<file path="config.mk">
export PLATFORM = sky130hd
export DESIGN_NAME = uart_tx_fifo_flat
export DESIGN_NICKNAME = d
export VERILOG_FILES = /design/src/rtl/uart_tx_fifo_if.sv /design/src/rtl/uart_tx_fifo.sv /design/src/flat_wrapper.sv
export SDC_FILE = /design/constraint.sdc
export NUM_CORES = 1
export LEC_CHECK = 0
export BUFFER_PORTS_ARGS = -buffer_cell sky130_fd_sc_hd__buf_2
export CAP_MARGIN = 30
export CORE_UTILIZATION = 49
export DETAILED_ROUTE_END_ITERATION = 10
export PLACE_DENSITY = 0.65
export SYNTH_ARGS = -nofsm -noshare
export SYNTH_HDL_FRONTEND = slang
export SYNTH_SLANG_ARGS = --single-unit
</file>
<file path="constraint.sdc">
create_clock -name clk -period 10 [get_ports clk]
set_input_delay 2 -clock clk [delete_from_list [all_inputs] [get_ports clk]]
set_output_delay 2 -clock clk [all_outputs]
set_load 0.005 [all_outputs]
</file>
<file path="src/rtl/uart_tx_fifo_if.sv">
// Write-side bus of the UART transmitter: word push, break request and FIFO status.
interface uart_tx_fifo_if #(
  parameter int unsigned DATA_BITS  = 8,
  parameter int unsigned FIFO_DEPTH = 16
);
  localparam int unsigned LW = $clog2(FIFO_DEPTH) + 1;

  logic                 wr_en;
  logic [DATA_BITS-1:0] wr_data;
  logic                 break_req;
  logic                 full;
  logic [LW-1:0]        level;
  logic                 busy;
  logic                 overflow;

  modport master (output wr_en, wr_data, break_req,
                  input  full, level, busy, overflow);
  modport slave  (input  wr_en, wr_data, break_req,
                  output full, level, busy, overflow);
endinterface

</file>
<file path="src/rtl/uart_tx_fifo.sv">
// UART transmitter with input word FIFO, optional parity, 1/2 stop bits,
// inter-frame idle gap and break generation.
module uart_tx_fifo #(
  parameter int unsigned CLKS_PER_BIT = 217,
  parameter int unsigned DATA_BITS    = 8,
  parameter int unsigned PARITY       = 0,
  parameter int unsigned STOP_BITS    = 1,
  parameter int unsigned GAP_BITS     = 0,
  parameter int unsigned FIFO_DEPTH   = 16
) (
  input  logic             clk,
  input  logic             resetn,
  uart_tx_fifo_if.slave    bus,
  output logic             TXD
);

  localparam int unsigned AW = $clog2(FIFO_DEPTH);
  localparam int unsigned LW = AW + 1;
  localparam int unsigned TW = $clog2(CLKS_PER_BIT);
  localparam int unsigned CW = 4;
  localparam logic [TW-1:0] BIT_LOAD = TW'(CLKS_PER_BIT - 1);

  typedef enum logic [2:0] {
    S_IDLE, S_START, S_DATA, S_PARITY, S_STOP, S_GAP, S_BREAK
  } state_t;

  state_t               state, state_n;
  logic [TW-1:0]        timer, timer_n;
  logic [CW-1:0]        cnt, cnt_n;
  logic [DATA_BITS-1:0] shreg, shreg_n;
  logic                 par_bit, par_n;
  logic                 brk_stop, brk_n;
  logic                 txd_n;
  logic                 tick, frame_end, pop, push;
  logic [DATA_BITS-1:0] head;

  logic [DATA_BITS-1:0] mem [FIFO_DEPTH];
  logic [AW-1:0]        wr_ptr, rd_ptr;
  logic [LW-1:0]        level, level_n;
  logic                 fifo_full, overflow, busy;

  assign fifo_full    = (level == LW'(FIFO_DEPTH));
  assign push         = bus.wr_en & ~fifo_full;
  assign head         = mem[rd_ptr];
  assign level_n      = level + LW'(push) - LW'(pop);

  assign bus.full     = fifo_full;
  assign bus.level    = level;
  assign bus.busy     = busy;
  assign bus.overflow = overflow;

  // FIFO storage; no reset needed, contents are qualified by level
  always_ff @(posedge clk) begin
    if (push) mem[wr_ptr] <= bus.wr_data;
  end

  // State, datapath and FIFO bookkeeping registers
  always_ff @(posedge clk or negedge resetn) begin
    if (!resetn) begin
      state    <= S_IDLE;
      timer    <= '0;
      cnt      <= '0;
      shreg    <= '0;
      par_bit  <= 1'b0;
      brk_stop <= 1'b0;
      TXD      <= 1'b1;
      level    <= '0;
      wr_ptr   <= '0;
      rd_ptr   <= '0;
      overflow <= 1'b0;
      busy     <= 1'b0;
    end else begin
      state    <= state_n;
      timer    <= timer_n;
      cnt      <= cnt_n;
      shreg    <= shreg_n;
      par_bit  <= par_n;
      brk_stop <= brk_n;
      TXD      <= txd_n;
      level    <= level_n;
      wr_ptr   <= wr_ptr + AW'(push);
      rd_ptr   <= rd_ptr + AW'(pop);
      overflow <= overflow | (bus.wr_en & fifo_full);
      busy     <= (state_n != S_IDLE) || (level_n != '0);
    end
  end

  // Next-state and line value; frame_end shares the IDLE decision so
  // back-to-back frames pass through IDLE in zero time.
  always_comb begin
    state_n   = state;
    timer_n   = (timer == '0) ? '0 : timer - TW'(1);
    cnt_n     = cnt;
    shreg_n   = shreg;
    par_n     = par_bit;
    brk_n     = brk_stop;
    txd_n     = TXD;
    pop       = 1'b0;
    frame_end = 1'b0;
    tick      = (timer == '0);

    case (state)
      S_IDLE: frame_end = 1'b1;
      S_START: begin
        if (tick) begin
          state_n = S_DATA;
          timer_n = BIT_LOAD;
          cnt_n   = CW'(DATA_BITS - 1);
          txd_n   = shreg[0];
        end
      end
      S_DATA: begin
        if (tick) begin
          timer_n = BIT_LOAD;
          if (cnt != '0) begin
            cnt_n   = cnt - CW'(1);
            shreg_n = shreg >> 1;
            txd_n   = shreg_n[0];
          end else if (PARITY != 0) begin
            state_n = S_PARITY;
            txd_n   = par_bit;
          end else begin
            state_n = S_STOP;
            cnt_n   = CW'(STOP_BITS - 1);
            txd_n   = 1'b1;
          end
        end
      end
      S_PARITY: begin
        if (tick) begin
          state_n = S_STOP;
          timer_n = BIT_LOAD;
          cnt_n   = CW'(STOP_BITS - 1);
          txd_n   = 1'b1;
        end
      end
      S_STOP: begin
        if (tick) begin
          if (cnt != '0) begin
            cnt_n   = cnt - CW'(1);
            timer_n = BIT_LOAD;
          end else if (GAP_BITS > 0 && !brk_stop) begin
            state_n = S_GAP;
            cnt_n   = CW'(GAP_BITS - 1);
            timer_n = BIT_LOAD;
          end else begin
            frame_end = 1'b1;
          end
        end
      end
      S_GAP: begin
        if (tick) begin
          if (cnt != '0) begin
            cnt_n   = cnt - CW'(1);
            timer_n = BIT_LOAD;
          end else begin
            frame_end = 1'b1;
          end
        end
      end
      S_BREAK: begin
        txd_n = 1'b0;
        if (!bus.break_req) begin
          state_n = S_STOP;
          timer_n = BIT_LOAD;
          cnt_n   = '0;
          brk_n   = 1'b1;
          txd_n   = 1'b1;
        end
      end
      default: state_n = S_IDLE;
    endcase

    if (frame_end) begin
      state_n = S_IDLE;
      brk_n   = 1'b0;
      txd_n   = 1'b1;
      if (bus.break_req) begin
        state_n = S_BREAK;
        txd_n   = 1'b0;
      end else if (level != '0) begin
        pop     = 1'b1;
        shreg_n = head;
        par_n   = (PARITY == 1) ? ~^head : ^head;
        state_n = S_START;
        timer_n = BIT_LOAD;
        txd_n   = 1'b0;
      end
    end
  end

endmodule

</file>
<file path="src/flat_wrapper.sv">
// flat-port wrapper written by rule: the top's interface ports become plain ports
module uart_tx_fifo_flat 
#(
  parameter int unsigned CLKS_PER_BIT = 217,
  parameter int unsigned DATA_BITS    = 8,
  parameter int unsigned PARITY       = 0,
  parameter int unsigned STOP_BITS    = 1,
  parameter int unsigned GAP_BITS     = 0,
  parameter int unsigned FIFO_DEPTH   = 16
)
  (clk, resetn, TXD, bus_wr_en, bus_wr_data, bus_break_req, bus_full, bus_level, bus_busy, bus_overflow);
  uart_tx_fifo_if #(.DATA_BITS(DATA_BITS), .FIFO_DEPTH(FIFO_DEPTH)) bus_i ();
  input  logic clk;
  input  logic resetn;
  output logic TXD;
  input wire logic [$bits(bus_i.wr_en)-1:0] bus_wr_en;
  input wire logic [$bits(bus_i.wr_data)-1:0] bus_wr_data;
  input wire logic [$bits(bus_i.break_req)-1:0] bus_break_req;
  output wire logic [$bits(bus_i.full)-1:0] bus_full;
  output wire logic [$bits(bus_i.level)-1:0] bus_level;
  output wire logic [$bits(bus_i.busy)-1:0] bus_busy;
  output wire logic [$bits(bus_i.overflow)-1:0] bus_overflow;
  assign bus_i.wr_en = bus_wr_en;
  assign bus_i.wr_data = bus_wr_data;
  assign bus_i.break_req = bus_break_req;
  assign bus_full = bus_i.full;
  assign bus_level = bus_i.level;
  assign bus_busy = bus_i.busy;
  assign bus_overflow = bus_i.overflow;
  uart_tx_fifo #(.CLKS_PER_BIT(CLKS_PER_BIT), .DATA_BITS(DATA_BITS), .PARITY(PARITY), .STOP_BITS(STOP_BITS), .GAP_BITS(GAP_BITS), .FIFO_DEPTH(FIFO_DEPTH)) u_core (.clk(clk), .resetn(resetn), .bus(bus_i), .TXD(TXD));
endmodule
</file>
==> summary.txt, run 1 <==
Status
  • Run status: completed

Die
  • Starting density of the core: just over 50%
  • Area of the core: around 14000 µm²
  • Total Die Area: 14970 µm²
  • Number of top-level pins: 21
  • Die Ht: ~120 µm
  • Number of core rows: 43
  • Die span in x: 122.3 µm

STA
  • Total count of max-transition violations in the final report: 0
  • Worst clock skew: roughly 10 ps
  • Final-report hold violation count: 0
  • Time the worst path needs with I/O delays and setup: 4085 ps
  • Total negative slack: 0 ps
  • Finish-stage setup viols: 0
  • Max Clock Freq: between 0.2 and 0.25 GHz
  • Unrepaired setup endpoints after global routing: no
  • Worst Max-Slew Pin Slew: about 900 ps
  • Slew headroom: 39.88%
  • Ratio of final minimum period to clock period: roughly two fifths

Critical path
  • Critical path endpoint category: register
  • Critical setup path kind: input pin to register
  • Critical Path Start Type: input pin
  • End point of the critical path: u_core.bus.busy
  • Worst setup slack for register-to-register paths: 6150 ps
  • Data arrival at the endpoint of the critical path: around 4400 ps
  • Largest driver fanout on the critical path: 9
  • Critical register-to-register path startpoint: u_core.cnt[0]
  • RR Endpoint: u_core.bus.busy
  • Worst setup path startpoint: bus_break_req
  • Required arrival time at the worst endpoint: 10280 ps
  • FF-to-FF path depth: 15

Logic synthesis
  • Unique masters post-synth: 58
  • Cell type with the highest aggregate area in the netlist: sky130_fd_sc_hd__edfxtp_1
  • Synthesis-stage register bit count: 167
  • FFs w/ async S/R, synth: between 20% and 30%
  • XOR/XNOR share of the synthesized area: under 10%
  • Dominant synthesized flop cell: sky130_fd_sc_hd__edfxtp_1
  • Synth Net Count: 470
  • Multiplexer area fraction after synthesis: between 10 and 15%
  • Sequential cell area fraction in the yosys report: approximately two thirds
  • Synth Warn #: 0
  • Proportion of netlist area held by the largest area contributor: 54.16%
  • Average instance area after synthesis: between 15 and 20 µm²
  • Dominant combinational cell family by area after synthesis: multiplexers
  • Cell Area, Synth: roughly 7100 µm²
  • Post-synthesis share of cell area spent on and, or, nand and nor gates: between 8 and 9%
  • Adder-cell share of the synthesized area: under 10%
  • Cells taking the most area after synthesis: sky130_fd_sc_hd__edfxtp_1 (54%), sky130_fd_sc_hd__dfrtp_1 (13%), sky130_fd_sc_hd__mux4_2 (10%)
  • Share of the synthesized area in compound gates (AO/OA/AOI/OAI): between 6 and 7%
  • Number of enable flip-flop cells after synthesis: roughly 130
  • Number of standard cells after synthesis: ~450

Cells and area
  • Final-layout fill cell count: 1080
  • Antenna diode count: 0
  • Layout net count: 496
  • Total non-filler cell area in the finished layout: about 7900 µm²
  • Final cell utilization of the core: 56.81%
  • Fraction of layout cells with a size suffix above 1: 20.95%
  • Combined flip-flop and latch cell area: around 4800 µm²
  • Multi-input gate area in the final layout: about 2100 µm²
  • Filler-free cell count of the finished design: between 600 and 700
  • Post-synthesis to final-layout area growth: 11.97%

Pwr
  • Leakage power of the design: approximately 2.7 nW
  • Worst VDD drop: ~0.00013 V
  • Pwr/cell area: just under 300 nW/µm²

CTS
  • Buffer cell driving the clock tree root: sky130_fd_sc_hd__clkbuf_16
  • CTS tree: built
  • CTS sink cnt: 167
  • Post-CTS setup buffer count: 0
  • Maximum buffer depth of the clock tree: 2
  • Total of cells resized after clock tree synthesis: 0
  • Clk_lat worst skew: 420 ps
  • Num CTS Buffers: 17
  • Clock transition time at the flip-flop clock pins of the worst setup and hold paths: roughly 60 ps
  • Number of H-tree levels: 4
  • Cts-stage hold buffer count: 0

Placement
  • Port Buffer Count: 20
  • Placed inst area: ~7400 µm²
  • Final weighted congestion of routability-driven global placement: between 0.7 and 0.8
  • Placed insts: about 630
  • Final HPWL from detailed placement: 8441 µm

Route
  • Final wirelength: ~13000 µm
  • Drt first-iter violations: roughly 250
  • Routed wire length per instance: between 20 and 25 µm
  • Routed vias/inst: approximately 5.8
  • DRC violation count after routing: 0
  • Antenna-violating nets left: 0
  • Detailed-route via count: around 3800
  • DRT Pass-1 Iters: 5

Min path
  • Min-delay worst type: register to register

Flow run
  • Max capacitance violation total: 0

Global routing
  • Antenna violations before repair: 0
  • GR Util All Layers: between 10% and 20%
  • Total global routing overflow: 0
  • Number of global-route vias before repair: 3705
  • Global-route wire length before repair: just over 20000 µm
  • Largest net degree at the start of global routing: 40
synth_stat cells, types with 2 or more instances:
cell / number
sky130_fd_sc_hd__nor2b_1: 4
sky130_fd_sc_hd__a21o_1: 2
sky130_fd_sc_hd__nand2_1: 31
sky130_fd_sc_hd__or3_1: 3
sky130_fd_sc_hd__or3b_2: 3
sky130_fd_sc_hd__nor4_2: 2
sky130_fd_sc_hd__nor3_1: 5
sky130_fd_sc_hd__nand2b_1: 6
sky130_fd_sc_hd__buf_2: 5
sky130_fd_sc_hd__mux4_2: 32
sky130_fd_sc_hd__a21oi_1: 10
sky130_fd_sc_hd__and2_1: 4
sky130_fd_sc_hd__dfrtp_1: 38
sky130_fd_sc_hd__a211oi_1: 2
sky130_fd_sc_hd__nor3b_1: 3
sky130_fd_sc_hd__inv_1: 13
sky130_fd_sc_hd__o21a_1: 2
sky130_fd_sc_hd__ha_1: 12
sky130_fd_sc_hd__xnor2_1: 9
sky130_fd_sc_hd__xor2_1: 5
sky130_fd_sc_hd__o211ai_1: 2
sky130_fd_sc_hd__mux2i_1: 7
sky130_fd_sc_hd__o21ai_0: 12
sky130_fd_sc_hd__buf_1: 2
sky130_fd_sc_hd__nor2_1: 29
sky130_fd_sc_hd__nand3_1: 4
sky130_fd_sc_hd__clkbuf_1: 13
sky130_fd_sc_hd__o31ai_2: 2
sky130_fd_sc_hd__edfxtp_1: 128
sky130_fd_sc_hd__a22oi_1: 16
sky130_fd_sc_hd__o21ai_1: 8
sky130_fd_sc_hd__or2_2: 2
sky130_fd_sc_hd__nand3b_1: 2
sky130_fd_sc_hd__o221ai_1: 3
stage by stage:
stage                     hold WS (ps)  worst slack [ps]  power [mW]
final                            461.5              5915       2.320
after global routing             486.6              5758       2.447
after CTS                        468.6              5929       2.342
after detailed placement         456.2              5496       1.725
after global placement           437.1              5666       1.702
after floorplan                  440.5              5670       1.523
power by group:
part	switching [mW]	internal, mW
Clock	0.252	0.364
Combinational	0.389	0.324
Sequential	0.108	0.883
state kept, by name, summed over array words and instances, names as in the netlist:
| name | cells |
|---|---|
| u_core.mem | 128 |
| u_core.shreg | 8 |
| u_core.timer | 8 |
| u_core.bus.level | 5 |
| u_core.cnt | 4 |
| u_core.rd_ptr | 4 |
| u_core.wr_ptr | 4 |
| u_core.state | 3 |
| u_core.TXD | 1 |
| u_core.bus.busy | 1 |
| u_core.bus.overflow | 1 |
logic make-up after synthesis:
logic type | after synthesis
adder cells (fa/ha/maj) | 13
flip-flops | 167
multiplexers | 40
AND/OR/NAND/NOR | 109
buffers and inverters | 33
AO/OA/AOI/OAI | 69
XOR/XNOR | 14
routing by layer:
layer | vias to the layer above | wire (µm) | GRT usage [%]
met5 | - | 0 | 0
met4 | 0 | 189 | 6.631
met3 | 16 | 505 | 3.903
met2 | 72 | 6513 | 30.90
met1 | 1979 | 6088 | 27.07
li1 | 1778 | - | -
layout by cell type, fill, tap and decap left out, types with 9 or more instances in the layout:
master,synthesis,layout
sky130_fd_sc_hd__dfrtp_1,38,37
sky130_fd_sc_hd__clkbuf_16,0,17
sky130_fd_sc_hd__edfxtp_1,128,128
sky130_fd_sc_hd__nand2_1,31,31
sky130_fd_sc_hd__a21oi_1,10,10
sky130_fd_sc_hd__o21ai_0,12,12
sky130_fd_sc_hd__buf_2,5,22
sky130_fd_sc_hd__mux4_2,32,32
sky130_fd_sc_hd__a22oi_1,16,16
sky130_fd_sc_hd__inv_1,13,13
sky130_fd_sc_hd__xnor2_1,9,9
sky130_fd_sc_hd__nor2_1,29,29
sky130_fd_sc_hd__ha_1,12,12
worst max-delay path, stage by stage:
cell,delay [ps]
sky130_fd_sc_hd__buf_2,160
sky130_fd_sc_hd__nor4_4,280
sky130_fd_sc_hd__nand2b_1,140
sky130_fd_sc_hd__nand2_1,90
sky130_fd_sc_hd__ha_1,170
sky130_fd_sc_hd__inv_1,60
sky130_fd_sc_hd__fa_1,400
sky130_fd_sc_hd__nand2b_1,160
sky130_fd_sc_hd__a21oi_1,170
sky130_fd_sc_hd__o21ai_0,110
sky130_fd_sc_hd__a2111oi_0,500
sky130_fd_sc_hd__nand4bb_1,150
final cells by class:
type | count | share of cell area (%)
flip-flops and latches | 167 | 60.68
multi-input cells | 245 | 27.00
clock buffers | 18 | 5.401
well taps | 180 | 2.834
repair buffers | 27 | 1.858
clock inverters | 12 | 1.606
inverters | 13 | 0.6141
how the worst min path moves through the flow:
stage,from,to,slack [ps],cells after the start
after floorplan,u_core.timer[0],u_core.timer[0],440,1
after global placement,u_core.bus.overflow,u_core.bus.overflow,440,1
after detailed placement,u_core.bus.overflow,u_core.bus.overflow,460,1
after CTS,u_core.bus.overflow,u_core.bus.overflow,470,1
after global routing,u_core.bus.overflow,u_core.bus.overflow,490,1
final,u_core.bus.overflow,u_core.bus.overflow,460,1
No activity file was read; power rests on OpenSTA's default activity.
==> run 2, diff against run 1 <==
Clock period 10 ns to 4.1 ns, I/O delays scaled along.
==> run 2 against run 1 <==
  * Clock power grew to 2.6 times the previous value
  * Wire length up 0.77%
  * Sequential power grew to 2.5 times the previous value
  * Critical path type is now register to register
  * Clock-buffer cell count is 5 higher
  * Highest routed layer unchanged
  * Non-clock buffer count up 1
  * Largest power group unchanged
==> summary.txt, run 2 (synthesized netlist as in run 1, its figures left out) <==
Status
  • Run status: completed (unchanged)

Cells and area
  • Final-layout fill cell count: 1103 (was 1080)
  • Top Registers: u_core.mem x128, u_core.shreg x8, u_core.timer x8 (unchanged)
  • Layout net count: 497 (was 496)
  • Flip-flop count of the largest register, all copies and words added: 128 (unchanged)
  • Filler-free cell count of the finished design: 665 (was 662)
  • Largest register by flop count: u_core.mem (unchanged)
  • Fraction of layout cells with a size suffix above 1: 21.86% (was 20.95%)
  • Antenna diode count: 0 (unchanged)
  • Final cell utilization of the core: 57.35% (was 56.81%)
  • Most common library cell in the layout ignoring fill and taps: sky130_fd_sc_hd__edfxtp_1 (unchanged)
  • Post-synthesis to final-layout area growth: 13.05% (was 11.97%)
  • Top library cells by usage in the layout, fill and taps aside: sky130_fd_sc_hd__edfxtp_1 (128), sky130_fd_sc_hd__dfrtp_1 (37), sky130_fd_sc_hd__mux4_2 (32) (unchanged)

Placement
  • Placed insts: 632 (was 631)
  • Final weighted congestion of routability-driven global placement: 0.7845 (was 0.7744)
  • Port Buffer Count: 20 (unchanged)
  • Worst setup slack before clock tree synthesis: 399.9 ps (was 5496 ps)
  • Final HPWL from detailed placement: 8694 µm (was 8441 µm)

Route
  • DRC violation count after routing: 0 (unchanged)
  • Routed wire length per instance: 20.15 µm (was 20.08 µm)
  • Detailed-route via count: 3869 (was 3845)
  • Final wirelength: 13400 µm (was 13300 µm)
  • Routed vias/inst: 5.818 (was 5.808)
  • Drt first-iter violations: 217 (was 249)
  • DRT Pass-1 Iters: 4 (was 5)
  • Antenna-violating nets left: 0 (unchanged)

Global routing
  • Largest net degree at the start of global routing: 40 (unchanged)
  • Number of global-route vias before repair: 3931 (was 3705)
  • Global-route wire length before repair: 21390 µm (was 20620 µm)
  • Antenna violations before repair: 0 (unchanged)
  • Total global routing overflow: 0 (unchanged)
  • GR Util All Layers: 19.90% (was 19.49%)

CTS
  • Maximum buffer depth of the clock tree: 2 (unchanged)
  • CTS sink cnt: 167 (unchanged)
  • Number of H-tree levels: 4 (unchanged)
  • CTS tree: built (unchanged)
  • Clock transition time at the flip-flop clock pins of the worst setup and hold paths: 70 ps (was 60 ps)
  • Buffer cell driving the clock tree root: sky130_fd_sc_hd__clkbuf_16 (unchanged)
  • Cts-stage hold buffer count: 0 (unchanged)
  • Num CTS Buffers: 17 (unchanged)
  • Clk_lat worst skew: 430 ps (was 420 ps)

Pwr
  • Net switching share of the total power: 32.19% (was 32.28%)
  • Sequential group share of total power: 42.9% (was 42.7%)
  • Worst VDD drop: 0.0003618 V (was 0.0001311 V)
  • Clock power frac: 27.9% (was 26.5%)
  • Leakage power of the design: 2.776 nW (was 2.736 nW)
  • Pwr/cell area: 719.2 nW/µm² (was 291.9 nW/µm²)
  • Combinational Power Share: 29.2% (was 30.7%)
  • Internal power: 3.912 mW (was 1.571 mW)
  • NetSw: 1.857 mW (was 748.9 µW)

STA
  • Max Clock Freq: between 0.2 and 0.3 GHz
  • Slew headroom: 36.10% (was 39.88%)
  • Minimum setup slack in the final design: 447.2 ps (was 5915 ps)
  • Final-report hold violation count: 0 (unchanged)
  • Finish-stage setup viols: 0 (unchanged)
  • Unrepaired setup endpoints after global routing: no (unchanged)
  • Worst Max-Slew Pin Slew: 954.9 ps (was 901.8 ps)
  • Total count of max-transition violations in the final report: 0 (unchanged)
  • Time the worst path needs with I/O delays and setup: about 3700 ps
  • Worst clock skew: 9.477 ps (was 10.04 ps)
  • Total negative slack: 0 ps (unchanged)
  • Ratio of final minimum period to clock period: between 80% and 90%

Min path
  • End point of the most critical hold path: u_core.bus.overflow (unchanged)
  • Worst Hold Depth: 1 (unchanged)
  • Worst hold path startpoint: u_core.bus.overflow (unchanged)
  • Min-delay worst type: register to register (unchanged)

Die
  • Number of core rows: 43 (unchanged)
  • Die Ht: 122.3 µm (unchanged)
  • Die span in x: 122.3 µm (unchanged)
  • Number of top-level pins: 21 (unchanged)
  • Starting density of the core: 50.73% (unchanged)
  • Total Die Area: 14970 µm² (unchanged)
  • Area of the core: 13990 µm² (unchanged)

Critical path
  • Max stage delay cell, worst path: sky130_fd_sc_hd__a2111oi_0 (unchanged)
  • Critical setup path kind: register to register (was input pin to register)
  • Required arrival time at the worst endpoint: 4380 ps (was 10280 ps)
  • FF-to-FF path depth: 15 (unchanged)
  • Largest driver fanout on the critical path: 7 (was 9)
  • Critical-path cell list: inv_1, ha_1, nor3b_4, a41oi_1, nor4_4, nand2b_1, nand2_1, ha_1, inv_1, fa_1, nand2b_1, a21oi_1, o21ai_0, a2111oi_0, nand4bb_1 (was buf_2, nor4_4, nand2b_1, nand2_1, ha_1, inv_1, fa_1, nand2b_1, a21oi_1, o21ai_0, a2111oi_0, nand4bb_1)
  • RR Endpoint: u_core.bus.busy (unchanged)
  • Worst setup slack for register-to-register paths: 450 ps (was 6150 ps)
  • Critical register-to-register path startpoint: u_core.cnt[0] (unchanged)
  • Critical Path Start Type: register (was input pin)
  • Data arrival at the endpoint of the critical path: 3940 ps (was 4370 ps)
  • Critical path endpoint category: register (unchanged)
  • Slowest Stage Delay on Critical Path: 480 ps (was 500 ps)

Flow run
  • Max capacitance violation total: 0 (unchanged)
## run 2: cell types whose count changed in the layout (fill, tap and decap cells not counted)
cell / delta
sky130_fd_sc_hd__bufinv_16: -1
sky130_fd_sc_hd__clkinv_4: +2
sky130_fd_sc_hd__nor3b_1: -1
sky130_fd_sc_hd__clkinv_2: +1
sky130_fd_sc_hd__buf_4: +3
sky130_fd_sc_hd__inv_6: -2
sky130_fd_sc_hd__nor3b_4: +1
sky130_fd_sc_hd__clkinv_1: -2
sky130_fd_sc_hd__buf_2: -2
sky130_fd_sc_hd__clkbuf_1: +1
sky130_fd_sc_hd__clkbuf_16: +3
sky130_fd_sc_hd__clkinvlp_4: -1
sky130_fd_sc_hd__clkbuf_8: +1
## run 2: critical path, delay by kind of cell (launching register included)
kind / cells / cell delay (ps)
adders and majority gates: 3 / 740
and+or+nand+nor: 6 / 1170
AOI/OAI and AO/OA: 4 / 1050
DFF: 1 / 380
buffers and inverters: 2 / 160
## run 2: final cells by class
| type | instances | area [µm²] | area share, % |
|---|---|---|---|
| Multi-Input combinational cell | 245 | 2157 | 26.89 |
| Clock buffer | 23 | 521.8 | 6.503 |
| Inverter | 13 | 48.80 | 0.6082 |
| Sequential cell | 167 | 4822 | 60.11 |
| Clock inverter | 9 | 87.58 | 1.092 |
| Timing Repair Buffer | 28 | 160.2 | 1.996 |
| Tap cell | 180 | 225.2 | 2.807 |
## run 2: what timing repair did
item,4_1_cts,5_1_grt
endpoints found under the hold margin,0,0
resized for setup,0,2
setup buffers,0,0
setup endpoints to repair,0,1
## run 2: per-layer routing
layer	global-route usage, %	up-vias	part of all wire [%]
met5	0	-	0
met4	8.308	0	1.7
met3	3.950	21	4.0
met2	30.97	80	50
met1	27.55	1990	44
li1	-	1778	-
## run 2: power by group through the flow
stage          sequential [mW]  combinational, mW  clock (mW)
5_1_grt                   2.54               1.87        1.69
2_1_floorplan             2.33               1.39           0
3_5_place_dp              2.51               1.69           0
4_1_cts                   2.48               1.70        1.63
6_report                  2.48               1.68        1.61
3_3_place_gp              2.49               1.64           0
## run 2: how the worst max path moves through the flow
stage / start / to / slack, ps
final: u_core.cnt[0] / u_core.bus.busy / 450
after global routing: u_core.cnt[0] / u_core.bus.busy / 70
after CTS: u_core.cnt[0] / u_core.bus.busy / 370
after floorplan: u_core.cnt[0] / u_core.bus.busy / 790
after global placement: u_core.timer[0] / u_core.bus.busy / 660
after detailed placement: u_core.cnt[0] / u_core.bus.busy / 400
## run 2: through the flow
step                hold slack, ps  area, µm²  power, mW
floorplan                    440.5       7097      3.715
global placement             433.7       7395      4.133
detailed placement           437.8       7395      4.200
CTS                          450.9       8004      5.813
global route                 470.1       8023      6.104
finish                       446.9       8023      5.770
